**src/rtl/pipe_hazard_ctrl.sv**
```systemverilog
// Hazard/sequencing controller for the 5-stage core: load-use and ID-branch stalls,
// taken-branch flush, and multi-cycle multiplier start/done sequencing with timeout.
module pipe_hazard_ctrl #(
  parameter int MUL_TIMEOUT = 64,
  parameter int CNT_W       = 16
) (
  input  logic             clk,
  input  logic             rst_n,
  input  logic [4:0]       ID_Rs,
  input  logic [4:0]       ID_Rt,
  input  logic             ID_usesRt,
  input  logic             ID_isBranch,
  input  logic             ID_branchTaken,
  input  logic             ID_isMul,
  input  logic [4:0]       EX_Rd,
  input  logic             EX_regWrite,
  input  logic             EX_memRead,
  input  logic [4:0]       MEM_Rd,
  input  logic             MEM_memRead,
  input  logic             mul_done,
  output logic             pcWrite,
  output logic             IF_ID_write,
  output logic             IF_ID_flush,
  output logic             ID_EX_bubble,
  output logic             mul_start,
  output logic             mul_err,
  output logic [CNT_W-1:0] stall_cnt
);

  localparam int TW = (MUL_TIMEOUT > 1) ? $clog2(MUL_TIMEOUT) : 1;
  localparam logic [TW-1:0] TLAST = TW'(MUL_TIMEOUT - 1);

  typedef enum logic {RUN, MUL_WAIT} state_t;

  typedef struct packed {
    logic hold;
    logic flush;
    logic start;
  } ctrl_t;

  state_t        state, state_nxt;
  logic [TW-1:0] tcnt, tcnt_nxt;
  logic          lu, br, err_set;
  ctrl_t         ctl;

  // Register 0 is hardwired, so a match on it is never a dependence.
  always_comb begin
    lu = EX_memRead && (EX_Rd != 5'd0) &&
         ((EX_Rd == ID_Rs) || (ID_usesRt && (EX_Rd == ID_Rt)));
    br = ID_isBranch &&
         ((EX_regWrite && (EX_Rd != 5'd0) && ((EX_Rd == ID_Rs) || (EX_Rd == ID_Rt))) ||
          (MEM_memRead && (MEM_Rd != 5'd0) && ((MEM_Rd == ID_Rs) || (MEM_Rd == ID_Rt))));
  end

  always_comb begin
    ctl       = '0;
    state_nxt = state;
    tcnt_nxt  = tcnt;
    err_set   = 1'b0;
    unique case (state)
      RUN: begin
        if (lu || br) begin
          ctl.hold = 1'b1;
        end else if (ID_isMul) begin
          ctl.hold  = 1'b1;
          ctl.start = 1'b1;
          state_nxt = MUL_WAIT;
          tcnt_nxt  = '0;
        end else if (ID_isBranch && ID_branchTaken) begin
          ctl.flush = 1'b1;
        end
      end
      MUL_WAIT: begin
        ctl.hold = 1'b1;
        tcnt_nxt = tcnt + 1'b1;
        // done beats timeout when both land in the same cycle
        if (mul_done) begin
          ctl.hold  = 1'b0;
          state_nxt = RUN;
        end else if (tcnt == TLAST) begin
          ctl.hold  = 1'b0;
          err_set   = 1'b1;
          state_nxt = RUN;
        end
      end
      default: state_nxt = RUN;
    endcase
  end

  // Outputs are forced to their release values while reset is asserted.
  always_comb begin
    pcWrite      = !(ctl.hold && rst_n);
    IF_ID_write  = !(ctl.hold && rst_n);
    ID_EX_bubble = ctl.hold && rst_n;
    IF_ID_flush  = ctl.flush && rst_n;
    mul_start    = ctl.start && rst_n;
  end

  always_ff @(posedge clk or negedge rst_n) begin
    if (!rst_n) begin
      state     <= RUN;
      tcnt      <= '0;
      mul_err   <= 1'b0;
      stall_cnt <= '0;
    end else begin
      state <= state_nxt;
      tcnt  <= tcnt_nxt;
      if (err_set) mul_err <= 1'b1;
      if (!pcWrite && (stall_cnt != {CNT_W{1'b1}})) stall_cnt <= stall_cnt + 1'b1;
    end
  end

endmodule

```
**config.mk**
```make
export PLATFORM = sky130hd
export DESIGN_NAME = pipe_hazard_ctrl
export DESIGN_NICKNAME = d
export VERILOG_FILES = /design/src/rtl/pipe_hazard_ctrl.sv
export SDC_FILE = /design/constraint.sdc
export NUM_CORES = 1
export LEC_CHECK = 0
export ABC_AREA = 1
export CORE_AREA = 2 2 68 70
export CTS_CLUSTER_SIZE = 24
export DETAILED_ROUTE_END_ITERATION = 10
export DIE_AREA = 0 0 70 72
export PLACE_DENSITY = 0.73
export SKIP_CTS_REPAIR_TIMING = 1
export SYNTH_ARGS = -nofsm -noshare
export SYNTH_HDL_FRONTEND = slang
export SYNTH_SLANG_ARGS = --single-unit
```
**constraint.sdc**
```tcl
create_clock -name clk -period 2.13 [get_ports clk]
set_clock_uncertainty 0.2 [all_clocks]
set_input_delay 0.426 -clock clk [delete_from_list [all_inputs] [get_ports clk]]
set_output_delay 0.426 -clock clk [all_outputs]
set_load 0.01 [all_outputs]
```
==> out/results.txt, run 1 <==
Wires add up to 4.77 mm. The cell class contributing the biggest share of worst-path delay was simple AND/OR/NAND/NOR gates. After synthesis, flip-flops and latches occupy 32.4% of the total area.

The number of vias per cell is 4.88, and the final instance area is 2660 um^2. At the pin with the least slew margin, the transition time is 345 ps. Synthesis produced a netlist with a net count of 311. The number of distinct library cell variants in the gate-level netlist after synthesis is 25.

The wire-length estimate of the detail-placed layout is 3.70 mm. Setup repair after global routing could not meet its margin everywhere. Sorting the synthesized cells by area gives the leading types as dfrtp_1 32%, nand2_1 22%, inv_1 7.3%.

Most common flop cell mapped by yosys: dfrtp_1. The worst setup path is of the primary input to output pin kind. Clock period minus final worst setup slack: 2220 ps. The flow ran to the end, but the final reports show violations. The count of filler cells inserted in the layout is 404. The worst setup path is launched from a primary input. The total buffers and inverters traversed by the critical path is 3, and the total number of yosys warnings is 0. Of all cell types, the one taking the most synthesized area is dfrtp_1.

The average instance in the mapped netlist occupies 6.65 um^2. The total vias in the final route is 1962, and the cell count after synthesis is 279. Across the run, the number of max-cap violations was 0. The critical path's largest stage delay works out to 170 ps.

TritonCTS built the clock tree. The overall track demand over capacity in global routing is 19.8%. STA classifies the critical path endpoint as an output pin. After floorplanning, the core was divided into 24 placement rows. The data required time of the worst path is 1500 ps, and the insertion delay of the later-clocked pin in the worst-skew pair is 270 ps. In this run, synthesis inferred 0 flip-flops with an integrated enable.

The number of H-tree levels was 1; the number of buffer cells added on primary ports was 51. The reported leakage power is 0.00143 uW. The tree is rooted in a clkbuf_8. After clock tree synthesis, the clock-pin slew on the worst setup and hold paths is 80 ps. For the number of pins with negative max-slew slack in the final report, the log shows 0. The share of the cycle needed by the critical path after routing is 104%, and the post-synthesis register bit count is 24.

52 I/O pins were placed. Sorting the synthesized cells by how often they occur yields 109 x nand2_1, 36 x inv_1, 24 x dfrtp_1. IR analysis of the VDD net gives a maximum drop of 0.559 mV. The logs give -86.1 ps for the worst setup margin and 0 for the number of routed nets with antenna violations. The die covers 5040 um^2. By instance count, the leading cell after synthesis is nand2_1.

The clock drives 24 sinks. For this run, the detailed router's first-pass iteration total came to 7. In this run the deepest clock path goes through 2 buffers.

After detailed routing, the number of remaining DRC violations is 0. The final layout contains 383 nets. Relative to the synthesized area, the layout overhead comes to 43.4%.

In the final layout, the share of cells above drive strength 1 is 27.1%. The routed length per placed instance works out to 11.9 um. The class of the worst hold path was register to register. The hold violation total from the final report is 0, and the count of antenna diodes in the layout is 0. The normalized max-slew margin was 76.8%. The library cell contributing the largest single delay on the critical path is xor2_2. The congestion estimate from routability-driven global placement came to 0.872. The tools report the cell area after placement as 2570 um^2. Walking the worst path, the cells encountered are buf_8, xor2_2, nor2_2, nand3_2, nand2_2, nand2_1, nand2_1, nand2_2, nand3_4, nand2_4, inv_2, buf_6. The number of buffers created by CTS is 3. For this configuration, the core starts out at a cell density of 43.5%.

The number of global-route vias before repair is 1883. The completed layout was analyzed and its total power is 1570 uW. Of all flip-flops after synthesis, the portion carrying an async set or reset was 100%. Static timing analysis puts the maximum clock frequency at 0.451 GHz.

Along the worst path, the maximum fanout reaches 4. The die boundary width came out at 70 um. The initial antenna violation count is 0, and the final count of negative-setup-slack endpoints is 5. Dividing total power by cell area gives a power density of 591 nW/um^2. The tools report the arrival time at the worst endpoint as 1590 ps. Entering global routing, the biggest net connects 21 pins. The total overflow left after global routing is 0. The cell area after synthesis is 1860 um^2. The run gives 197 as the initial detailed-routing violation count.

The checks that failed: setup timing. The total area inside the core boundary comes to 4260 um^2. The die outline height was 72 um; the wire length of the first global-routing pass was 8.20 mm. Summed over its instances, the top area cell type makes up 32.4% of the synthesized netlist area.
[stage by stage]
step | util [%] | setup slack, ps | hold slack (ps) | TNS [ps] | std cells
4_1_cts | 61.5 | -908 | 285 | -7810 | 399
2_1_floorplan | - | 12.9 | -69.6 | 0 | 279
5_1_grt | 62.4 | -196 | 304 | -836 | 402
6_report | 62.4 | -86.1 | 284 | -320 | 402
3_5_place_dp | 60.2 | -901 | 265 | -13640 | 395
3_3_place_gp | 60.2 | -875 | 265 | -12810 | 395
[registers in the layout, summed over array words and instances, names as in the netlist]
register and cells:
state 1, tcnt 6, stall_cnt 16, mul_err 1
[power by group]
part / internal, uW / switching (uW)
Clock: 165 / 150
Sequential: 533 / 75.3
Combinational: 321 / 328
[worst paths after layout]
| path | end | depth (start not counted) | startpoint | slack [ps] |
|---|---|---|---|---|
| max | ID_EX_bubble | 12 | ID_Rs[1] | -90 |
| min | mul_err$_DFFE_PN0P_ | 1 | mul_err$_DFFE_PN0P_ | 280 |
| max reg2reg | stall_cnt[3]$_DFFE_PN0P_ | 10 | tcnt[1]$_DFFE_PN0P_ | 160 |
| min reg2reg | mul_err$_DFFE_PN0P_ | 1 | mul_err$_DFFE_PN0P_ | 280 |
| max in group asynchronous | stall_cnt[2]$_DFFE_PN0P_ | 2 | rst_n | 1050 |
| min in group asynchronous | state$_DFF_PN0_ | 2 | rst_n | 380 |
[cell families after synthesis]
group | synth area share, %
fa+ha+maj | 1.35
flops | 32.4
buf+inv | 9.84
simple gates | 45.7
xor+xnor | 8.02
compound gates | 2.76
[final cells by class]
type	instances	area, um^2	share of cell area [%]
multi-input combinational	212	1170	44.1
timing repair buffer	72	621	23.3
sequential	24	602	22.6
inverter	38	145	5.46
tap	52	65.1	2.45
clock buffer	4	55.1	2.07
[per-layer routing]
metal  vias to the layer above  global-route usage (%)  share of wire, %  wire length (um)
met5                         -                       0                 0                 0
met3                         7                    4.03               4.5               214
met2                        45                    33.8                49              2330
met4                         0                    5.13              0.88                42
met1                       886                    25.9                46              2180
li1                       1024                       -                 -                 -
[worst reg2reg max path: cells and delay by family (launching register included)]
family | cells | cell delay [ps]
buf+inv | 1 | 270
flops | 1 | 390
simple gates | 7 | 610
fa+ha+maj | 1 | 200
compound gates | 1 | 170
[placed cells by master, fill, tap and decap left out, drive strengths merged]
| cell | netlist | final |
|---|---|---|
| nand2 | 112 | 112 |
| inv | 38 | 38 |
| buf | 5 | 34 |
| clkdlybuf4s50 | 0 | 25 |
| nor2 | 25 | 25 |
| dfrtp | 24 | 24 |
| nand3 | 22 | 23 |
| nand4 | 21 | 21 |
| clkbuf | 1 | 16 |
| xnor2 | 9 | 9 |
| xor2 | 8 | 8 |
| o21ai | 4 | 4 |
| a21oi | 3 | 3 |
| ha | 2 | 2 |
| nor3 | 2 | 2 |
| a31oi | 1 | 1 |
| or2 | 1 | 1 |
| a41o | 1 | 1 |
| dlymetal6s2s | 0 | 1 |
(Power assumes the default switching activity.)
==> inputs of run 2 (changes only) <==
--- a/config.mk
+++ b/config.mk
@@ -6,11 +6,11 @@
 export NUM_CORES = 1
 export LEC_CHECK = 0
 export ABC_AREA = 1
-export CORE_AREA = 2 2 68 70
+export CORE_AREA = 2 2 66 68
 export CTS_CLUSTER_SIZE = 24
 export DETAILED_ROUTE_END_ITERATION = 10
-export DIE_AREA = 0 0 70 72
-export PLACE_DENSITY = 0.73
+export DIE_AREA = 0 0 68 70
+export PLACE_DENSITY = 0.74
 export SKIP_CTS_REPAIR_TIMING = 1
 export SYNTH_ARGS = -nofsm -noshare
 export SYNTH_HDL_FRONTEND = slang
==> constraint.sdc (replaced) <==
create_clock -name clk -period 2.5 [get_ports clk]
set_clock_uncertainty 0.2 [all_clocks]
set_input_delay 0.5 -clock clk [delete_from_list [all_inputs] [get_ports clk]]
set_output_delay 0.5 -clock clk [all_outputs]
set_load 0.01 [all_outputs]
==> run 2 against run 1 <==
Against the previous run:
- the run now ends clean
- worst hold slack worse by 1.6 ps
- combinational power is 25% lower
- setup slack better by 210 ps
- register-to-register slack better by 250 ps
- utilization is 1.5 points higher
- non-clock buffer count is 5 lower
- sequential power is 13% lower
- sequential share of layout area hardly changed
- critical path type unchanged
- global-route usage is 0.66 points higher
- routed wire length is 3.4% lower
==> out/results.txt, run 2 (synthesis results as in run 1) <==
For this run, the detailed router's first-pass iteration total came to 4. After the first detailed-routing iteration, the DRC count stood at 125. Among the stages of the critical path, the cell type that occurs most often is nand2_2. The arrival time at the worst endpoint is 1680 ps. The logs give 0 for the final count of negative-setup-slack endpoints and 1777 for the number of global-route vias before repair.

The total vias in the final route came out at 1993. The I/O pin count was 52; the total buffers and inverters traversed by the critical path was 2. The clock-pin slew reported for the worst setup and hold paths after clock tree synthesis came out at 90 ps. The number of vias per cell works out to 5.03. STA classifies the critical path endpoint as an output pin.

The flow ran to the end, and the final reports show no timing, DRC or antenna violations. The run gives 0 as the hold violation total from the final report. In the final layout, the registers with the most flip-flops are stall_cnt x16, tcnt x6. For the final routed database, the setup TNS stands at 0 ps. For this block, the routed nets add up to 4.61 mm of wire.

The clock passes through at most 2 buffers. The core region is 4140 um^2. In this design, the stage delay of the slowest critical-path cell is 170 ps. Measured against its own limit, the worst slew margin works out to 76.2%. The share of total power dissipated in the clock network is 25.3%. The min-delay analysis places its worst path in the category register to register. The run gives 0 as the number of pins with negative max-slew slack in the final report. The tree is rooted in a clkbuf_8. Entering global routing, the biggest net connects 22 pins. Max-cap violations in this run came to 0. Classification of the worst setup path: primary input to output pin. The die is 68 um wide. After filler insertion, the fill cell instance count of the layout stands at 387. For the fraction of power consumed by combinational cells, the log shows 35.9%. The worst register-to-register path has a setup slack of 410 ps. TritonCTS built the clock tree.

The count of nets left with antenna violations once routing finished came out at 0. For the worst setup path, the data required time is 1800 ps. In the layout the commonest cells are 106 x nand2_1, 32 x inv_1, 26 x clkdlybuf4s50_1. The proportion of power drawn by flip-flops and latches was 38.9%; the proportion of layout cells with a drive suffix above 1 was 17.2%. The slew at the pin with the worst max-slew slack is 355 ps.

During placement, the flow inserted port buffers numbering 51. The critical path goes through dlymetal6s2s_1, xor2_2, nor2_2, nand3_2, nand2_2, nand2_1, nand2_1, nand2_2, nand3_4, nand2_2, dlymetal6s2s_1. Initial antenna violation count: 0.

Internal power comes to 908 uW. Net switching is 33.2% of the power. The wire-length estimate of the detail-placed layout is 3.48 mm. Setup slack closes at 125 ps.

The run gives 1 as the number of H-tree levels. On the critical path, the stage with the largest delay is an instance of dlymetal6s2s_1. The clock period could shrink to 2380 ps. The run gives 377 as the net total in the final layout.

Leaving out fill and tap cells, the most frequent cell in the layout is nand2_1. For the maximum clock frequency, the log shows 0.421 GHz. At the later pin of the worst-skew pair, clock insertion delay measures 270 ps. The die covers 4760 um^2.

The initial utilization of the core area, before any placement, comes to 44.8%. Along the worst path, the maximum fanout reaches 3. The share of the cycle needed by the critical path after routing came out at 95.0%. Global routing used 20.5% of the available tracks across all layers. In this run the static leakage power is 0.00155 uW.

The final RePlAce weighted congestion is 0.855, and the wire length of the first global-routing pass is 7.69 mm. The kind of cell with the highest combined delay along the critical path is simple AND/OR/NAND/NOR gates. Dividing the detail-routed wire length by the instance count gives 11.6 um. The run gives 3 as the number of buffers created by CTS.

In the routed design, unresolved DRC markers number 0. The worst setup timing slack at the placement stage came out at -714 ps. The design draws 1360 uW. Counting flops per register, the top entry is stall_cnt. The tools report the worst voltage drop across the vdd grid as 0.263 mV. CTS saw 24 sinks. The register with the most flip-flops in the layout has 16 of them. The startpoint type of the worst setup path was a primary input. For this design the ratio of total power to cell area is 514 nW/um^2. The post-synthesis to final-layout area growth is 42.8%.

Global routing finished with a remaining overflow of 0. For this run, the share of the core covered by cells in the final layout is 63.9%. In this run the core area contains 24 standard-cell rows. The tightest hold path in the finished design has a slack of 282 ps. The number of antenna diodes in the final layout is 0. In this run the power spent charging and discharging nets is 452 uW. In this run the vertical extent of the chip is 70 um.
==> run 2: per-layer routing <==
| layer | share of wire (%) | wire, um | vias up | track usage (%) |
|---|---|---|---|---|
| li1 | - | - | 1011 | - |
| met1 | 45 | 2090 | 916 | 27.3 |
| met2 | 48 | 2230 | 58 | 34.0 |
| met3 | 4.5 | 208 | 8 | 3.22 |
| met4 | 1.8 | 83 | 0 | 5.11 |
| met5 | 0 | 0 | - | 0 |
==> run 2: per-stage QoR <==
step | cells | area, um^2
2_1_floorplan | 279 | 1860
3_3_place_gp | 391 | 2500
3_5_place_dp | 391 | 2500
4_1_cts | 395 | 2570
5_1_grt | 396 | 2650
6_report | 396 | 2650
==> run 2: power groups by stage <==
| stage | logic, uW | clock network, uW | registers, uW |
|---|---|---|---|
| global route | 545 | 368 | 544 |
| floorplan | 233 | 0 | 541 |
| global placement | 473 | 0 | 532 |
| detailed placement | 483 | 0 | 537 |
| CTS | 486 | 350 | 530 |
| finish | 488 | 344 | 529 |
==> run 2: final timing paths <==
kind                                           from                  endpoint  cells past startpoint
min in group asynchronous                     rst_n  stall_cnt[3]$_DFFE_PN0P_                      3
hold reg to reg                 mul_err$_DFFE_PN0P_       mul_err$_DFFE_PN0P_                      1
hold / removal                  mul_err$_DFFE_PN0P_       mul_err$_DFFE_PN0P_                      1
setup / recovery                           ID_Rs[1]               IF_ID_write                     11
max in group asynchronous                     rst_n       tcnt[2]$_DFFE_PN0P_                      2
setup reg to reg           stall_cnt[1]$_DFFE_PN0P_  stall_cnt[6]$_DFFE_PN0P_                      9
==> run 2: worst reg2reg max path, cell delays in order (launching register included) <==
cell and delay (ps):
dfrtp_1 410, ha_1 220, nand2_1 110, nor2_4 140
nand3_2 110, nor2_4 190, nand3_4 230, nand3_4 280
nand2_1 90, nand2_1 60
==> run 2: final cells by class <==
class	count	area (um^2)	area share, %
clock buffers	3	41.3	1.56
clock inverters	1	30.0	1.13
inverters	38	143	5.38
multi-input cells	211	1120	42.3
flip-flops and latches	24	601	22.7
well taps	52	65.1	2.46
repair buffers	67	648	24.5
